<file path="src/rtl/demux1to3_buf.sv">
// 1-to-3 valid/ready demux. Each accepted word is steered by select_i into one of
// three independent 2-entry FIFOs, so a stalled consumer only blocks its own channel.
module demux1to3_buf #(
   parameter int unsigned size = 32
) (
   input  logic            clk_i,
   input  logic            rst_i,
   input  logic [size-1:0] data_i,
   input  logic [1:0]      select_i,
   input  logic            valid_i,
   output logic            ready_o,
   output logic [size-1:0] data0_o,
   output logic [size-1:0] data1_o,
   output logic [size-1:0] data2_o,
   output logic            valid0_o,
   output logic            valid1_o,
   output logic            valid2_o,
   input  logic            ready0_i,
   input  logic            ready1_i,
   input  logic            ready2_i
);

   logic [1:0]                dst;
   logic [2:0]                full;
   logic [2:0]                empty;
   logic [2:0]                push;
   logic [2:0]                pop;
   logic [2:0]                rdy_ch;
   logic [2:0][size-1:0]      head;

   assign rdy_ch = {ready2_i, ready1_i, ready0_i};

   always_comb begin
      dst = 2'd0;
      case (select_i)
         2'b01:   dst = 2'd1;
         2'b10:   dst = 2'd2;
         default: dst = 2'd0;
      endcase
   end

   // Registered full flag only: a same-cycle pop never frees room for a push.
   assign ready_o = ~full[dst];

   for (genvar n = 0; n < 3; n++) begin : g_ch
      logic [size-1:0] mem [2];
      logic            rd_ptr;
      logic            wr_ptr;
      logic [1:0]      count;

      assign full[n]  = (count == 2'd2);
      assign empty[n] = (count == 2'd0);
      assign push[n]  = valid_i & ready_o & (dst == 2'(n));
      assign pop[n]   = ~empty[n] & rdy_ch[n];
      assign head[n]  = mem[rd_ptr];

      always_ff @(posedge clk_i) begin
         if (!rst_i) begin
            mem[0] <= '0;
            mem[1] <= '0;
            rd_ptr <= 1'b0;
            wr_ptr <= 1'b0;
            count  <= 2'd0;
         end else begin
            if (push[n]) begin
               mem[wr_ptr] <= data_i;
               wr_ptr      <= ~wr_ptr;
            end
            if (pop[n]) begin
               rd_ptr <= ~rd_ptr;
            end
            case ({push[n], pop[n]})
               2'b10:   count <= count + 2'd1;
               2'b01:   count <= count - 2'd1;
               default: count <= count;
            endcase
         end
      end
   end

   assign data0_o  = head[0];
   assign data1_o  = head[1];
   assign data2_o  = head[2];
   assign valid0_o = ~empty[0];
   assign valid1_o = ~empty[1];
   assign valid2_o = ~empty[2];

endmodule

</file>
<file path="config.mk">
export PLATFORM = sky130hd
export DESIGN_NAME = demux1to3_buf
export DESIGN_NICKNAME = d
export VERILOG_FILES = /design/src/rtl/demux1to3_buf.sv
export SDC_FILE = /design/constraint.sdc
export NUM_CORES = 1
export LEC_CHECK = 0
export ABC_AREA = 1
export CORE_MARGIN = 2
export CORE_UTILIZATION = 40
export DETAILED_ROUTE_END_ITERATION = 10
export SLEW_MARGIN = 20
export SYNTH_ARGS = -nofsm -noshare
export SYNTH_HDL_FRONTEND = slang
export SYNTH_SLANG_ARGS = --single-unit
export TNS_END_PERCENT = 50
</file>
<file path="constraint.sdc">
create_clock -name clk_i -period 2.5 [get_ports clk_i]
set_input_delay 0.375 -clock clk_i [delete_from_list [all_inputs] [get_ports clk_i]]
set_output_delay 0.375 -clock clk_i [all_outputs]
set_load 0.01 [all_outputs]
</file>
==> results.py <==
metrics = {
    "final_layout": {
        "area_growth_pct": 32.5,
        "layout_common_cells": "edfxtp_1 (192), clkdlybuf4s50_1 (139), nor2_1 (97), mux2_2 (96), nor3_1 (96)",
        "regArea_mm2": 0.00607,
        "finalNonFillerCells": 1108,
        "multi_input_area_mm2": 0.00232,
        "drive_gt1_frac": 0.216,
        "nNetsFinal": 857,
        "layout_commonest_cell": "edfxtp_1",
        "final_util": 0.535,
        "n_fill_cell": 1848,
        "antenna-diode-count": 0,
    },
    "clock_tree": {
        "clockRootBuffer": "clkbuf_16",
        "htree_num_levels": 1,
        "cts_tree": "done",
        "insertion_delay_ps": 490,
        "cts.sinks": 207,
        "numCtsBuffers": 22,
        "clk_pin_slew_worst_paths_ps": 60,
        "cts_max_path_buffers": 3,
    },
    "power": {
        "power_frac_clock": 0.400,
        "seq_power_share": 0.448,
        "peakVddDrop_v": 0.000540,
        "powerDensity_mw_per_mm2": 777,
        "total_leakage_power_nw": 4.42,
        "finalPower_w": 0.00902,
        "p_sw_w": 0.00204,
        "p_int_w": 0.00698,
        "p_comb_frac": 0.152,
        "swShare": 0.226,
    },
    "global_route": {
        "grt_pass1_vias": 6034,
        "antenna_found_initial": 0,
        "grt_pass1_wl_um": 33700,
        "grt_max_degree": 51,
        "grt.total_usage": 0.185,
        "overflow": 0,
    },
    "logic_synthesis": {
        "avgSynthCellArea_um2": 13.3,
        "synthesis.nets": 702,
        "synth-seq-area-share": 0.692,
        "ys_types": 17,
        "yosysTopAreaCellShare": 0.658,
        "synth_area_leaders": "edfxtp_1 (66%), mux2_2 (12%), nor3_1 (5.5%)",
        "syn_area_mm2": 0.00876,
        "synth-seq-cells": 207,
        "synth.largest_area_cell": "edfxtp_1",
        "yosysWarnings": 0,
        "syn_inst": 657,
    },
    "detailed_routing": {
        "post_drt_wl_per_cell_um": 19.1,
        "wl_met2_um": 10500,
        "drc": 0,
        "dr.max_layer_used": "met4",
        "vias": 5655,
        "met1_length_um": 9050,
        "drt_wl_total_um": 21200,
        "drt-vias-per-instance": 5.10,
        "postRouteAntennaNets": 0,
        "wl_met3_um": 1070,
        "drtIter0Drc": 322,
        "firstDrtPassIters": 4,
    },
    "floorplanning": {
        "start_util": 0.404,
        "fp.dieH_um": 152,
        "std_cell_rows": 54,
        "dieArea_mm2": 0.0231,
        "core_mm2": 0.0217,
        "chipWidth_um": 152,
        "io_pins": 140,
    },
    "sta": {
        "finalSetupViolCount": 0,
        "slew_violations": 0,
        "tns_ps": 0,
        "fmax_mhz": 419,
        "tightest_slew_ps": 379,
        "layout_min_cycle_time_ps": 2390,
        "hold_violations": 0,
        "slew-limit-headroom": 0.747,
        "fin_crit_sh": 0.955,
        "rsz0062_at_grt": "no",
        "skew_ps": 9.27,
    },
    "worst_setup_path": {
        "end_kind": "primary output",
        "ff2ff_setup_slack_ps": 610,
        "critPathKind": "primary input to primary output",
        "reg2reg_depth": 10,
        "worst_setup_path_start_kind": "primary input",
        "arrival_ps": 2010,
        "cp.required_ps": 2120,
        "path_max_fanout": 2,
    },
    "run": {
        "cap_violations": 0,
    },
    "min_path": {
        "hold_path_depth": 1,
        "worstHoldPathType": "flip-flop to flip-flop",
    },
    "placed_design": {
        "gp_congestion": 0.841,
        "dpl.hpwl_um": 13700,
        "port_buffers": 139,
        "place_inst": 1067,
    },
    "outcome": {
        "status": "finished clean",
    },
}
## power groups by stage
stage / Clock (W) / Combinational, W / Sequential, W
after floorplan: 0 / 0.000658 / 0.00410
after global placement: 0 / 0.00136 / 0.00411
after detailed placement: 0 / 0.00138 / 0.00412
after CTS: 0.00367 / 0.00139 / 0.00404
after global routing: 0.00381 / 0.00147 / 0.00406
final: 0.00361 / 0.00137 / 0.00404
## synthesized netlist by cell type
| master | n |
|---|---|
| edfxtp_1 | 192 |
| nor2_1 | 97 |
| mux2_2 | 96 |
| nor3_1 | 96 |
| inv_1 | 50 |
| buf_2 | 28 |
| nand2_1 | 19 |
| o21ai_0 | 17 |
| a21oi_1 | 15 |
| clkbuf_1 | 15 |
| dfxtp_1 | 15 |
| ha_1 | 5 |
| nand3_1 | 4 |
| nand4_1 | 3 |
| nand4_2 | 3 |
| inv_2 | 1 |
| nand3_2 | 1 |
## stage by stage
stage                     cell area [µm²]  setup WS (ps)  hold WS, ps
after floorplan                      8760          -39.0          426
after global placement              10800           16.3          435
after detailed placement            10800           -182          442
after CTS                           11600           29.9          440
after global routing                11600           20.7          474
final                               11600            114          449
## layer usage
metal / global-route usage / vias to the layer above
met5: 0 / -
met4: 0.0556 / 0
met3: 0.0297 / 36
met2: 0.318 / 156
met1: 0.241 / 2803
li1: - / 2660
## state kept, by name, indices dropped and copies added (netlist names), named ones only
register,cells
g_ch.mem,192
g_ch.rd_ptr,3
g_ch.wr_ptr,3
g_ch.count,6
## cell type report
class | instances | share of cell area
well taps | 280 | 0.0302
flip-flops and latches | 207 | 0.523
clock inverters | 14 | 0.0189
inverters | 51 | 0.0166
repair buffers | 174 | 0.161
clock buffers | 26 | 0.0505
multi-input cells | 356 | 0.200
## cells by family after synthesis
group / synth area share
adders and majority gates: 0.00714
muxes: 0.123
buffers and inverters: 0.0443
DFF: 0.692
AOI/OAI and AO/OA: 0.0183
and+or+nand+nor: 0.114
## worst paths after layout
| kind | to | start |
|---|---|---|
| setup / recovery | ready_o | select_i[0] |
| hold / removal | flip-flop | g_ch[1].rd_ptr |
| setup reg to reg | g_ch[1].count[1] | g_ch[0].count[1] |
| hold reg to reg | flip-flop | g_ch[1].rd_ptr |
## critical path, cell delays in order
cell	delay, ps
clkdlybuf4s50_1	500
inv_1	50
ha_1	200
nor2_1	120
o21ai_0	120
nand3_2	90
clkdlybuf4s50_1	550
## timing repair
item / CTS / global route
setup endpoints to repair: 1 / 1
resized for setup: 0 / 1
endpoints found under the hold margin: 0 / 0
hold buffers: 0 / 0
buffers inserted: 1 / 0
pin swaps: 1 / 0
No activity file was read; power rests on OpenSTA's default activity.
